$ cat config.mk
export PLATFORM = sky130hd
export DESIGN_NAME = aux_burst_reader_flat
export DESIGN_NICKNAME = d
export VERILOG_FILES = /design/src/rtl/aux_burst_reader_pkg.sv /design/src/rtl/aux_burst_reader_if.sv /design/src/rtl/aux_frame_detect.sv /design/src/rtl/aux_burst_reader.sv /design/src/flat_wrapper.sv
export SDC_FILE = /design/constraint.sdc
export NUM_CORES = 1
export LEC_CHECK = 0
export ABC_AREA = 1
export CAP_MARGIN = 25
export CORE_MARGIN = 2
export CORE_UTILIZATION = 44
export DETAILED_ROUTE_END_ITERATION = 8
export PLACE_DENSITY = 0.8
export SLEW_MARGIN = 20
export SYNTH_ARGS = -nofsm -noshare
export SYNTH_HDL_FRONTEND = slang
export SYNTH_SLANG_ARGS = --single-unit
$ cat constraint.sdc
create_clock -name fifo_clk -period 1.6 [get_ports fifo_clk]
set_input_delay 0.24 -clock fifo_clk [delete_from_list [all_inputs] [get_ports fifo_clk]]
set_output_delay 0.24 -clock fifo_clk [all_outputs]
set_load 0.01 [all_outputs]
$ cat src/rtl/aux_burst_reader_pkg.sv
// Shared state encoding, parameter defaults and audio word field bounds.
// Pure declarations; no timing or flow-control behaviour of its own.
package aux_burst_reader_pkg;

    typedef enum logic [2:0] {
        ST_IDLE,
        ST_ARMED,
        ST_BURST,
        ST_GAP,
        ST_DONE
    } state_t;

    localparam logic [11:0] START_H_DEF    = 12'd1530;
    localparam int          BURST_LEN_DEF  = 32;
    localparam int          GAP_LEN_DEF    = 4;
    localparam int          MAX_BURSTS_DEF = 8;

    localparam int TAG_HI = 11;
    localparam int TAG_LO = 8;
    localparam int PAY_HI = 7;
    localparam int PAY_LO = 0;

    localparam int BEAT_W = 6;

    function automatic logic [TAG_HI-TAG_LO:0] word_tag(input logic [11:0] w);
        return w[TAG_HI:TAG_LO];
    endfunction

endpackage

$ cat src/rtl/aux_burst_reader_if.sv
// Read port of the receive audio FIFO (show-ahead data, one-cycle registered copy downstream).
// The reader pulls with o_rd_en; the FIFO exerts backpressure only through i_empty.
interface aux_burst_reader_if;
    logic        o_rd_en;
    logic        i_empty;
    logic [11:0] i_q;

    modport master (output o_rd_en, input i_empty, input i_q);
    modport slave  (input o_rd_en, output i_empty, output i_q);
endinterface

$ cat src/rtl/aux_frame_detect.sv
// Per-frame audio presence flag: sticky "FIFO ever non-empty" bit, published at i_vcnt==0.
// One-cycle registered update; no backpressure.
module aux_frame_detect (
    input  logic        fifo_clk,
    input  logic        sys_rst,
    input  logic [11:0] i_vcnt,
    input  logic        i_empty,
    output logic        o_audio_on
);

    logic seen;

    always_ff @(posedge fifo_clk) begin
        if (sys_rst) begin
            seen       <= 1'b0;
            o_audio_on <= 1'b0;
        end else begin
            if (i_vcnt == 12'd0) begin
                o_audio_on <= seen;
            end
            // A word arriving on the frame boundary counts toward the next frame.
            if (!i_empty) begin
                seen <= 1'b1;
            end else if (i_vcnt == 12'd0) begin
                seen <= 1'b0;
            end
        end
    end

endmodule

$ cat src/rtl/aux_burst_reader.sv
// Drains the audio FIFO in fixed-length bursts during horizontal blanking; o_ax_* lag o_rd_en by 1.
// FIFO empty gates o_rd_en combinationally and aborts the line; active video preempts any burst.
module aux_burst_reader
    import aux_burst_reader_pkg::*;
#(
    parameter logic [11:0] START_H    = START_H_DEF,
    parameter int          BURST_LEN  = BURST_LEN_DEF,
    parameter int          GAP_LEN    = GAP_LEN_DEF,
    parameter int          MAX_BURSTS = MAX_BURSTS_DEF
) (
    input  logic               fifo_clk,
    input  logic               sys_rst,
    input  logic [11:0]        i_hcnt,
    input  logic [11:0]        i_vcnt,
    input  logic               i_vde,
    aux_burst_reader_if.master fifo,
    output logic [11:0]        o_ax_data,
    output logic               o_ax_valid,
    output logic               o_ade,
    output logic               o_audio_on,
    output logic               o_underflow
);

    localparam int BCW = $clog2(MAX_BURSTS + 1);

    state_t              state_q, state_d;
    logic [BEAT_W-1:0]   beat_q, beat_d;
    logic [BCW-1:0]      burst_q, burst_d;
    logic                rd_req;
    logic                underflow_set;
    logic                more_bursts;

    assign more_bursts  = (word_tag(o_ax_data) != '0) && (burst_q < BCW'(MAX_BURSTS));
    assign fifo.o_rd_en = rd_req & ~sys_rst;
    assign o_ade        = o_ax_valid;

    always_comb begin
        state_d       = state_q;
        beat_d        = beat_q;
        burst_d       = burst_q;
        rd_req        = 1'b0;
        underflow_set = 1'b0;
        case (state_q)
            ST_IDLE: begin
                if (i_vde) state_d = ST_ARMED;
            end
            ST_ARMED: begin
                if (!i_vde && !fifo.i_empty && i_hcnt == START_H) begin
                    state_d = ST_BURST;
                    beat_d  = '0;
                    burst_d = '0;
                end
            end
            ST_BURST: begin
                if (i_vde) begin
                    state_d = ST_ARMED;
                    beat_d  = '0;
                end else if (fifo.i_empty) begin
                    state_d       = ST_DONE;
                    beat_d        = '0;
                    underflow_set = 1'b1;
                end else begin
                    rd_req = 1'b1;
                    if (beat_q == BEAT_W'(BURST_LEN - 1)) begin
                        state_d = ST_GAP;
                        beat_d  = '0;
                        if (burst_q != BCW'(MAX_BURSTS)) burst_d = burst_q + 1'b1;
                    end else begin
                        beat_d = beat_q + 1'b1;
                    end
                end
            end
            ST_GAP: begin
                if (i_vde) begin
                    state_d = ST_ARMED;
                    beat_d  = '0;
                end else if (beat_q == BEAT_W'(GAP_LEN - 1)) begin
                    beat_d  = '0;
                    state_d = more_bursts ? ST_BURST : ST_DONE;
                end else begin
                    beat_d = beat_q + 1'b1;
                end
            end
            ST_DONE: begin
                if (i_vde) state_d = ST_ARMED;
            end
            default: state_d = ST_IDLE;
        endcase
    end

    always_ff @(posedge fifo_clk) begin
        if (sys_rst) begin
            state_q     <= ST_IDLE;
            beat_q      <= '0;
            burst_q     <= '0;
            o_ax_valid  <= 1'b0;
            o_ax_data   <= 12'd0;
            o_underflow <= 1'b0;
        end else begin
            state_q    <= state_d;
            beat_q     <= beat_d;
            burst_q    <= burst_d;
            o_ax_valid <= fifo.o_rd_en;
            if (fifo.o_rd_en) o_ax_data <= fifo.i_q;
            if (underflow_set) o_underflow <= 1'b1;
        end
    end

    aux_frame_detect u_frame_detect (
        .fifo_clk   (fifo_clk),
        .sys_rst    (sys_rst),
        .i_vcnt     (i_vcnt),
        .i_empty    (fifo.i_empty),
        .o_audio_on (o_audio_on)
    );

endmodule

$ cat src/flat_wrapper.sv
// flat-port wrapper written by rule: the top's interface ports become plain ports
module aux_burst_reader_flat import aux_burst_reader_pkg::*;
#(
    parameter logic [11:0] START_H    = START_H_DEF,
    parameter int          BURST_LEN  = BURST_LEN_DEF,
    parameter int          GAP_LEN    = GAP_LEN_DEF,
    parameter int          MAX_BURSTS = MAX_BURSTS_DEF
)
  (fifo_clk, sys_rst, i_hcnt, i_vcnt, i_vde, o_ax_data, o_ax_valid, o_ade, o_audio_on, o_underflow, fifo_o_rd_en, fifo_i_empty, fifo_i_q);
  aux_burst_reader_if fifo_i ();
  input  logic fifo_clk;
  input  logic sys_rst;
  input  logic [11:0] i_hcnt;
  input  logic [11:0] i_vcnt;
  input  logic i_vde;
  output logic [11:0] o_ax_data;
  output logic o_ax_valid;
  output logic o_ade;
  output logic o_audio_on;
  output logic o_underflow;
  output wire logic [$bits(fifo_i.o_rd_en)-1:0] fifo_o_rd_en;
  input wire logic [$bits(fifo_i.i_empty)-1:0] fifo_i_empty;
  input wire logic [$bits(fifo_i.i_q)-1:0] fifo_i_q;
  assign fifo_o_rd_en = fifo_i.o_rd_en;
  assign fifo_i.i_empty = fifo_i_empty;
  assign fifo_i.i_q = fifo_i_q;
  aux_burst_reader #(.START_H(START_H), .BURST_LEN(BURST_LEN), .GAP_LEN(GAP_LEN), .MAX_BURSTS(MAX_BURSTS)) u_core (.fifo_clk(fifo_clk), .sys_rst(sys_rst), .i_hcnt(i_hcnt), .i_vcnt(i_vcnt), .i_vde(i_vde), .fifo(fifo_i), .o_ax_data(o_ax_data), .o_ax_valid(o_ax_valid), .o_ade(o_ade), .o_audio_on(o_audio_on), .o_underflow(o_underflow));
endmodule
==> run metrics, run 1 <==
status=complete, no violations; R2R setup slack=0.14 ns; Required @ worst endpoint=1.36 ns; maximum number of pins on one net before global-route repair=18; Reg area=582 um^2; Levels on crit path=1; Die Footprint=0.00394 mm^2; Post-DP HPWL=2890 um; # setup viols final=0; worst-path cell chain=clkdlybuf4s50_1; cts-stage hold buffer count=0; Max-slew headroom=81.3%; 1st-pass router iterations=4; max cap viols=0; Hold EP=u_core.u_frame_detect.o_audio_on; crit path max fanout=3; asr flop ratio synth=0%; HP Class=register to register; multi-input logic area=797 um^2; CP max-delay cell=clkdlybuf4s50_1; layout cells sized above 1=15.9%; Row Count=21; startpoint types=register; slowest stage delay, CP=0.55 ns; R2R depth=10; CP bufs+invs=1; Ant. Diodes=0; # placed instances=346; largest area contributor in the netlist=dfxtp_1; Gate Count Post-Synth=232; RSZ-0062 raised after global routing=false; Area Growth Syn to Fin=52.0%; CTS sink count=29; logic gate share of total power=36.5%; Iter 0 DRT Violations=73; CP Capture Type=output port; setup ws final=0.102 ns; routed vias/inst=4.60; ys flop type=dfxtp_1; Ys Warns=0; Clock Power Share=22.4%; initial core utilization=45.6%; number of synthesized flops with an enable pin=0; gp weighted congestion=0.931; final cell count without fillers=355; Post-Syn Area per Cell=6.56 um^2; worst-margin pin slew=0.279 ns; clock root cell=clkbuf_4; CTS Buf Count=5; Leak=1.03 nW; die width=62.8 um; GRT Overall Usage=21.3%; CP Data Arrival Time=1.26 ns; PwrDens=853 mW/mm^2; max-slew violation count=0; reg2reg end=u_core.state_q[2]; Clock Path Buffers=2; initial antenna violation count=0; Period Utilization, post-route=93.6%; Layout fillers=296; Top Ports=57; first-pass GRT wire length=6710 um; register area share after synthesis=38.2%; drt wl/cell=10.5 um; Clk pin slew, worst setup/hold paths=0.10 ns; routed via count=1632; Total Wirelength=3720 um; Worst Hold Launch=u_core.u_frame_detect.o_audio_on; Core Region=0.00334 mm^2; r2r startpoint=u_core.beat_q[1]; Port Buffers=56; Post-Syn Area=0.00152 mm^2; CTS H-tree lvls=2; Hold Crit Depth=2; Residual DRC=0; CTS tree=yes; peak supply drop=0.620 mV; Post-Route Skew=0.00619 ns; Antenna Nets Post-Route=0; Yosys top cell area share=38.2%; fin crit period=1.50 ns; upper clock frequency limit=0.668 GHz; synth unique cells=28; Net Sw Frac=34.9%; synthesized net count=275; sw power=0.688 mW; Post-synth top cells=61 x nor2_1, 40 x nand2_1, 29 x dfxtp_1; later-pin clock latency in the skew report=0.33 ns; setup TNS=0 ns; Sequential Power Share=41.1%; NumNets Final=351; Hold Fails Final Rpt=0; Worst path top cell family by delay=buffers and inverters; #FFs+latches synth=29; Int Power=1.28 mW; vias in the first global route=1671; dominant cells by area after synthesis=dfxtp_1 38%, nor2_1 15%, nand2_1 9.9%; die height=62.8 um; top-count cell post-synth=nor2_1; grt ovf=0; worst slack at placement=-0.222 ns; kind of critical path=register to output port
placed cells by master, fill, tap and decap left out:
cell type	instances
nand2_2	4
xor2_1	1
nand2_4	4
buf_6	1
nor2_2	3
clkinv_1	1
clkinvlp_4	1
o21ai_1	4
buf_2	1
inv_2	4
nand3_2	1
nand3_1	12
clkbuf_4	5
nor3_1	2
a211oi_1	2
clkinv_2	2
o211ai_1	1
clkdlybuf4s50_1	55
dfxtp_1	28
o22ai_1	1
o21ai_0	15
nand4_1	3
nor2_1	59
ha_1	3
nor3_2	1
inv_4	1
nand2_1	40
inv_1	25
or2_2	1
buf_4	18
dfxtp_2	1
nor2_4	1
a21oi_1	8
metrics by stage:
step                util, %  total power, mW  instance area, um^2  hold WS (ns)
global route           69.3             2.12                 2310         0.479
detailed placement     67.3             1.52                 2240         0.447
CTS                    69.2             1.97                 2310         0.462
floorplan                 -             1.21                 1520         0.336
global placement       67.3             1.51                 2240         0.435
finish                 69.3             1.97                 2310         0.455
layer usage:
layer,global-route usage [%],wire (um)
met1,23.5,1660
met4,8.89,68
met2,35.8,1700
met5,0,0
met3,9.01,295
logic make-up after synthesis:
| logic type | share of synthesized area, % |
|---|---|
| buffers and inverters | 9.79 |
| xor gates and xnor gates | 0.576 |
| DFF | 38.2 |
| adders and majority gates | 2.47 |
| and+or+nand+nor | 38.2 |
| AOI/OAI and AO/OA | 10.8 |
how the worst max path moves through the flow:
stage / slack, ns / from / endpoint
after global routing: 0.005 / u_core.beat_q[1] / u_core.state_q[0]
after CTS: 0.03 / u_core.state_q[0] / fifo_o_rd_en
after detailed placement: -0.22 / i_vde / fifo_o_rd_en
after global placement: -0.21 / i_vde / fifo_o_rd_en
final: 0.10 / u_core.o_ax_data[8] / o_ax_data[8]
after floorplan: 0.23 / u_core.beat_q[0] / u_core.state_q[0]
final cells by class:
cell class | count | share of cell area, %
multi-input combinational | 166 | 34.5
clock inverter | 3 | 0.758
tap | 46 | 2.49
inverter | 31 | 5.14
sequential | 29 | 25.2
timing repair buffer | 75 | 30.4
clock buffer | 5 | 1.62
power by group through the flow:
stage / logic [mW] / registers [mW] / clock network, mW
2_1_floorplan: 0.367 / 0.844 / 0
3_3_place_gp: 0.686 / 0.821 / 0
3_5_place_dp: 0.695 / 0.822 / 0
4_1_cts: 0.705 / 0.806 / 0.456
5_1_grt: 0.804 / 0.818 / 0.498
6_report: 0.720 / 0.810 / 0.442
state kept, by name, summed over array words and instances (netlist names):
signal                            cells
u_core.beat_q                         6
u_core.state_q                        3
u_core.burst_q                        4
u_core.o_underflow                    1
u_core.u_frame_detect.o_audio_on      1
u_core.u_frame_detect.seen            1
u_core.o_ade                          1
u_core.o_ax_data                     12
what timing repair did:
item | CTS | global route
setup buffers | 1 | 0
setup endpoints to repair | 1 | 8
gates resized for setup | 3 | 7
Note: power is estimated with default switching activity, not from simulation.
==> run 2, diff against run 1 <==
CORE_MARGIN = 1   (was 2)
==> run 2 against run 1 <==
Effect of this change:
- flip-flop and latch count unchanged
- sequential power down 0.7%
- highest routed layer unchanged
- worst setup slack better by 0.020 ns
- total power up 0.58%
- critical path depth unchanged
- utilization up 3.2 points
- clock skew down 0.00072 ns
- fmax up 1.4%
- first-iteration DRC count down 42%
- design area down 0.38%
- largest cell class unchanged
==> run metrics, run 2 (synthesized netlist as in run 1, its figures left out) <==
Post-DP HPWL=2990 um (was 2890 um); Top Ports=57 (unchanged); gp weighted congestion=0.830 (was 0.931); reg2reg end=u_core.state_q[2] (unchanged); most common cell after layout, fill and taps aside=nor2_1 (unchanged); CP max-delay cell=clkdlybuf4s50_1 (unchanged); GRT Overall Usage=23.6% (was 21.3%); Core Region=0.00318 mm^2 (was 0.00334 mm^2); Ant. Diodes=0 (unchanged); initial core utilization=47.9% (was 45.6%); Area Growth Syn to Fin=51.4% (was 52.0%); CP Capture Type=output port (unchanged); Sequential Power Share=40.5% (was 41.1%); Max-slew headroom=83.7% (was 81.3%); Hold EP=u_core.u_frame_detect.o_audio_on (unchanged); Clock Power Share=23.0% (was 22.4%); RSZ-0062 raised after global routing=false (unchanged); Iter 0 DRT Violations=42 (was 73); DR top layer=met4 (unchanged); Clock Path Buffers=2 (unchanged); CTS tree=yes (unchanged); cts-stage hold buffer count=0 (unchanged); Leak=1.02 nW (was 1.03 nW); Residual DRC=0 (unchanged); # setup viols final=0 (unchanged); grt ovf=0 (unchanged); max cap viols=0 (unchanged); Met1 Wirelength=1660 um (unchanged); Hold Fails Final Rpt=0 (unchanged); max-slew violation count=0 (unchanged); Clk pin slew, worst setup/hold paths=0.09 ns (was 0.10 ns); peak supply drop=0.498 mV (was 0.620 mV); PwrDens=861 mW/mm^2 (was 853 mW/mm^2); NumNets Final=349 (was 351); routed vias/inst=4.79 (was 4.60); commonest cells after routing, fill and taps aside=59 x nor2_1, 55 x clkdlybuf4s50_1, 40 x nand2_1 (unchanged); R2R setup slack=0.13 ns (was 0.14 ns); Required @ worst endpoint=1.36 ns (about the same); Biggest register=u_core.o_ax_data (unchanged); layout cells sized above 1=14.1% (was 15.9%); Die Footprint=0.00370 mm^2 (was 0.00394 mm^2); 1st-pass router iterations=4 (unchanged); kind of critical path=register to output port (unchanged); Final Util=72.5% (was 69.3%); crit path max fanout=3 (unchanged); clock root cell=clkbuf_4 (unchanged); Row Count=20 (was 21); Largest regs=u_core.o_ax_data (12), u_core.beat_q (6), u_core.burst_q (4) (unchanged); worst-margin pin slew=0.241 ns (was 0.279 ns); met2 routed WL=1800 um (was 1700 um); Post-Route Skew=0.00546 ns (was 0.00619 ns); fin crit period=1.48 ns (was 1.50 ns); startpoint types=register (unchanged); Worst Hold Launch=u_core.u_frame_detect.o_audio_on (unchanged); logic gate share of total power=36.5% (about the same); maximum number of pins on one net before global-route repair=21 (was 18); die width=60.8 um (was 62.8 um); slowest stage delay, CP=0.55 ns (about the same); first-pass GRT wire length=6340 um (was 6710 um); total chip power=1.98 mW (was 1.97 mW); initial antenna violation count=0 (unchanged); Port Buffers=56 (unchanged); Period Utilization, post-route=92.3% (was 93.6%); drt wl/cell=10.7 um (was 10.5 um); status=complete, no violations (unchanged); routed via count=1677 (was 1632); CP bufs+invs=1 (unchanged); vias in the first global route=1617 (was 1671); Hold Crit Depth=2 (unchanged); die height=60.8 um (was 62.8 um); Antenna Nets Post-Route=0 (unchanged); upper clock frequency limit=0.677 GHz (was 0.668 GHz); met3 wire length=225 um (was 295 um); HP Class=register to register (unchanged); final cell count without fillers=350 (was 355); r2r startpoint=u_core.beat_q[0] (was u_core.beat_q[1]); CTS Buf Count=5 (unchanged); sw power=0.649 mW (was 0.688 mW); Net Sw Frac=32.7% (was 34.9%); CP Data Arrival Time=1.24 ns (was 1.26 ns); setup ws final=0.123 ns (was 0.102 ns); CTS sink count=29 (unchanged); Int Power=1.33 mW (was 1.28 mW); setup TNS=0 ns (unchanged); R2R depth=10 (unchanged); worst slack at placement=-0.206 ns (was -0.222 ns); # placed instances=342 (was 346); Worst path top cell family by delay=buffers and inverters (unchanged); later-pin clock latency in the skew report=0.33 ns (about the same); max FFs per register=12 (unchanged); worst-path cell chain=clkdlybuf4s50_1 (unchanged); CTS H-tree lvls=2 (unchanged); Total Wirelength=3750 um (was 3720 um)
run 2: cell types whose count changed in the layout (fill, tap and decap cells not counted):
cell / before / now
buf_4: 18 / 16
clkinv_2: 2 / 0
inv_1: 25 / 27
inv_2: 4 / 2
buf_12: 0 / 1
buf_2: 1 / 0
buf_6: 1 / 0
clkbuf_1: 0 / 1
clkbuf_2: 0 / 1
clkbuf_8: 0 / 1
clkinvlp_4: 1 / 0
run 2: cell type report:
cell class | instances | area [um^2]
fill | 277 | 875
timing repair buffer | 73 | 696
clock buffer | 7 | 55.1
inverter | 31 | 119
multi-input combinational | 166 | 797
sequential | 29 | 582
tap | 44 | 55.1
run 2: stage by stage:
stage,cell area [um^2],hold WS (ns)
floorplan,1520,0.336
global placement,2240,0.433
detailed placement,2240,0.449
CTS,2300,0.462
global route,2300,0.489
finish,2300,0.457
run 2: how the worst max path moves through the flow:
stage / from / to / slack, ns / cells past startpoint
3_5_place_dp: i_vde / u_core.burst_q[1] / -0.21 / 10
5_1_grt: u_core.beat_q[0] / u_core.state_q[2] / 0.0002 / 10
2_1_floorplan: u_core.beat_q[0] / u_core.state_q[0] / 0.23 / 10
3_3_place_gp: i_vde / fifo_o_rd_en / -0.20 / 5
6_report: u_core.o_ax_data[8] / o_ax_data[8] / 0.12 / 1
4_1_cts: u_core.state_q[0] / fifo_o_rd_en / 0.006 / 6
run 2: timing repair:
item,in CTS,in global routing
setup buffers,1,0
endpoints found under the setup margin,1,3
pin swaps,0,1
resized for setup,1,5
run 2: power groups by stage:
stage          Sequential (mW)  Clock, mW  Combinational [mW]
2_1_floorplan            0.844          0               0.367
3_3_place_gp             0.819          0               0.698
3_5_place_dp             0.821          0               0.711
4_1_cts                  0.805      0.468               0.721
5_1_grt                  0.813      0.510               0.810
6_report                 0.804      0.456               0.724
run 2: layer usage:
layer | up-vias | global-route usage [%]
met2 | 42 | 43.8
met4 | 0 | 7.47
met5 | - | 0
met1 | 757 | 24.6
li1 | 869 | -
met3 | 9 | 8.74
==> run 3, diff against run 2 <==
==> constraint.sdc (replaced) <==
create_clock -name fifo_clk -period 1.6 [get_ports fifo_clk]
set_input_delay 0.32 -clock fifo_clk [delete_from_list [all_inputs] [get_ports fifo_clk]]
set_output_delay 0.32 -clock fifo_clk [all_outputs]
set_load 0.01 [all_outputs]
==> run 3 against run 2 <==
Effect of this change:
- critical endpoint is now o_ax_data[11]
- via count down 3.6%
- highest routed layer unchanged
- die area unchanged
- register-to-register slack better by 0.03 ns
- combinational power down 1%
- sequential power up 0.6%
- design area up 1.5%
- non-clock buffer count up 1
==> run metrics, run 3 (synthesized netlist as in run 1, its figures left out) <==
Met1 Wirelength=1700 um (was 1660 um); CP Data Arrival Time=1.23 ns (was 1.24 ns); crit path max fanout=2 (was 3); setup TNS=0 ns (unchanged); Clock Path Buffers=2 (unchanged); # setup viols final=0 (unchanged); initial antenna violation count=0 (unchanged); CTS tree=yes (unchanged); DR top layer=met4 (unchanged); Max-slew headroom=84.5% (was 83.7%); CP max-delay cell=clkdlybuf4s50_1 (unchanged); CTS sink count=29 (unchanged); slowest stage delay, CP=0.55 ns (about the same); die width=60.8 um (unchanged); Post-Route Skew=0.0116 ns (was 0.00546 ns); cts-stage hold buffer count=0 (unchanged); Hold Crit Depth=2 (unchanged); Area Growth Syn to Fin=53.7% (was 51.4%); grt ovf=0 (unchanged); Final Util=73.6% (was 72.5%); Final Cell Area=0.00234 mm^2 (was 0.00230 mm^2); # placed instances=343 (was 342); Leak=1.07 nW (was 1.02 nW); layout cells sized above 1=15.9% (was 14.1%); final cell count without fillers=352 (was 350); Layout fillers=266 (was 277); Hold Fails Final Rpt=0 (unchanged); reg2reg end=u_core.state_q[0] (was u_core.state_q[2]); Antenna Nets Post-Route=0 (unchanged); Biggest register=u_core.o_ax_data (unchanged); Final Hold Slack=0.444 ns (was 0.457 ns); worst slack at placement=-0.372 ns (was -0.206 ns); status=complete, no violations (unchanged); die height=60.8 um (unchanged); routed via count=1617 (was 1677); gp weighted congestion=0.839 (was 0.830); clock root cell=clkbuf_4 (unchanged); NumNets Final=350 (was 349); worst-margin pin slew=0.230 ns (was 0.241 ns); setup ws final=0.0517 ns (was 0.123 ns); upper clock frequency limit=0.646 GHz (was 0.677 GHz); Residual DRC=0 (unchanged); max-slew violation count=0 (unchanged); Ant. Diodes=0 (unchanged); initial core utilization=47.9% (unchanged); vias in the first global route=1532 (was 1617); GRT Overall Usage=23.1% (was 23.6%); HP Class=register to register (unchanged); drt wl/cell=10.5 um (was 10.7 um); Iter 0 DRT Violations=45 (was 42); max cap viols=0 (unchanged); Post-DP HPWL=2810 um (was 2990 um); Required @ worst endpoint=1.28 ns (was 1.36 ns); r2r startpoint=u_core.beat_q[0] (unchanged); peak supply drop=0.569 mV (was 0.498 mV); most common cell after layout, fill and taps aside=nor2_1 (unchanged); worst-path cell chain=clkdlybuf4s50_1 (unchanged); kind of critical path=register to output port (unchanged); commonest cells after routing, fill and taps aside=59 x nor2_1, 51 x clkdlybuf4s50_1, 40 x nand2_1 (was 59 x nor2_1, 55 x clkdlybuf4s50_1, 40 x nand2_1); Top Ports=57 (unchanged); Period Utilization, post-route=96.8% (was 92.3%); R2R depth=10 (unchanged); CTS Buf Count=5 (unchanged); later-pin clock latency in the skew report=0.33 ns (about the same); Core Region=0.00318 mm^2 (unchanged); maximum number of pins on one net before global-route repair=18 (was 21); met2 routed WL=1680 um (was 1800 um); Clk pin slew, worst setup/hold paths=0.10 ns (was 0.09 ns); CTS H-tree lvls=2 (unchanged); Die Footprint=0.00370 mm^2 (unchanged); Row Count=20 (unchanged); fin crit period=1.55 ns (was 1.48 ns); startpoint types=register (unchanged); Port Buffers=56 (unchanged); PwrDens=926 mW/mm^2 (was 861 mW/mm^2); Worst Hold Launch=u_core.u_frame_detect.o_audio_on (unchanged); Total Wirelength=3690 um (was 3750 um); DP Area=0.00223 mm^2 (was 0.00224 mm^2); first-pass GRT wire length=6300 um (was 6340 um); routed vias/inst=4.59 (was 4.79); max FFs per register=12 (unchanged); Largest regs=u_core.o_ax_data (12), u_core.beat_q (6), u_core.burst_q (4) (unchanged); met3 wire length=257 um (was 225 um); R2R setup slack=0.16 ns (was 0.13 ns); Hold EP=u_core.u_frame_detect.o_audio_on (unchanged); RSZ-0062 raised after global routing=false (unchanged); total chip power=2.16 mW (was 1.98 mW); Worst path top cell family by delay=buffers and inverters (unchanged); CP bufs+invs=1 (unchanged); CP Capture Type=output port (unchanged); 1st-pass router iterations=4 (unchanged)
## run 3: cell types whose count changed in the layout (fill, tap and decap cells not counted), sizes merged
| cell | before | now |
|---|---|---|
| clkdlybuf4s50 | 55 | 51 |
| buf | 17 | 19 |
| clkbuf | 8 | 6 |
| dlygate4sd2 | 0 | 2 |
| dlymetal6s2s | 0 | 2 |
| bufinv | 0 | 1 |
| clkinvlp | 0 | 1 |
## run 3: final cells by class
class / count / area (um^2) / area share, %
well taps: 44 / 55.1 / 2.35
inverters: 31 / 119 / 5.08
clock inverters: 2 / 37.5 / 1.61
clock buffers: 6 / 51.3 / 2.19
repair buffers: 74 / 693 / 29.6
flip-flops and latches: 29 / 583 / 24.9
multi-input cells: 166 / 800 / 34.2
## run 3: power by group
group          internal [mW]  switching (mW)
Combinational          0.348           0.367
Clock                  0.371           0.270
Sequential             0.777          0.0318
Total                   1.50           0.669
## run 3: worst max-delay path by stage
stage | startpoint | end | slack, ns | depth (start not counted)
global route | u_core.o_ax_data[4] | o_ax_data[4] | 0.007 | 1
CTS | u_core.o_ax_data[9] | o_ax_data[9] | 0.01 | 1
finish | u_core.o_ax_data[11] | o_ax_data[11] | 0.05 | 1
global placement | i_vde | fifo_o_rd_en | -0.38 | 5
detailed placement | i_vde | fifo_o_rd_en | -0.37 | 5
floorplan | u_core.beat_q[0] | u_core.state_q[0] | 0.23 | 10
## run 3: metal layers
| layer | vias up | global-route usage, % |
|---|---|---|
| met5 | - | 0 |
| met4 | 0 | 5.84 |
| met3 | 7 | 8.74 |
| met2 | 43 | 39.6 |
| met1 | 692 | 27.2 |
| li1 | 875 | - |
## run 3: repair_timing
item	4_1_cts	5_1_grt
setup endpoints to repair	1	8
resized for setup	7	7
buffers inserted	1	0
pin swaps	1	0
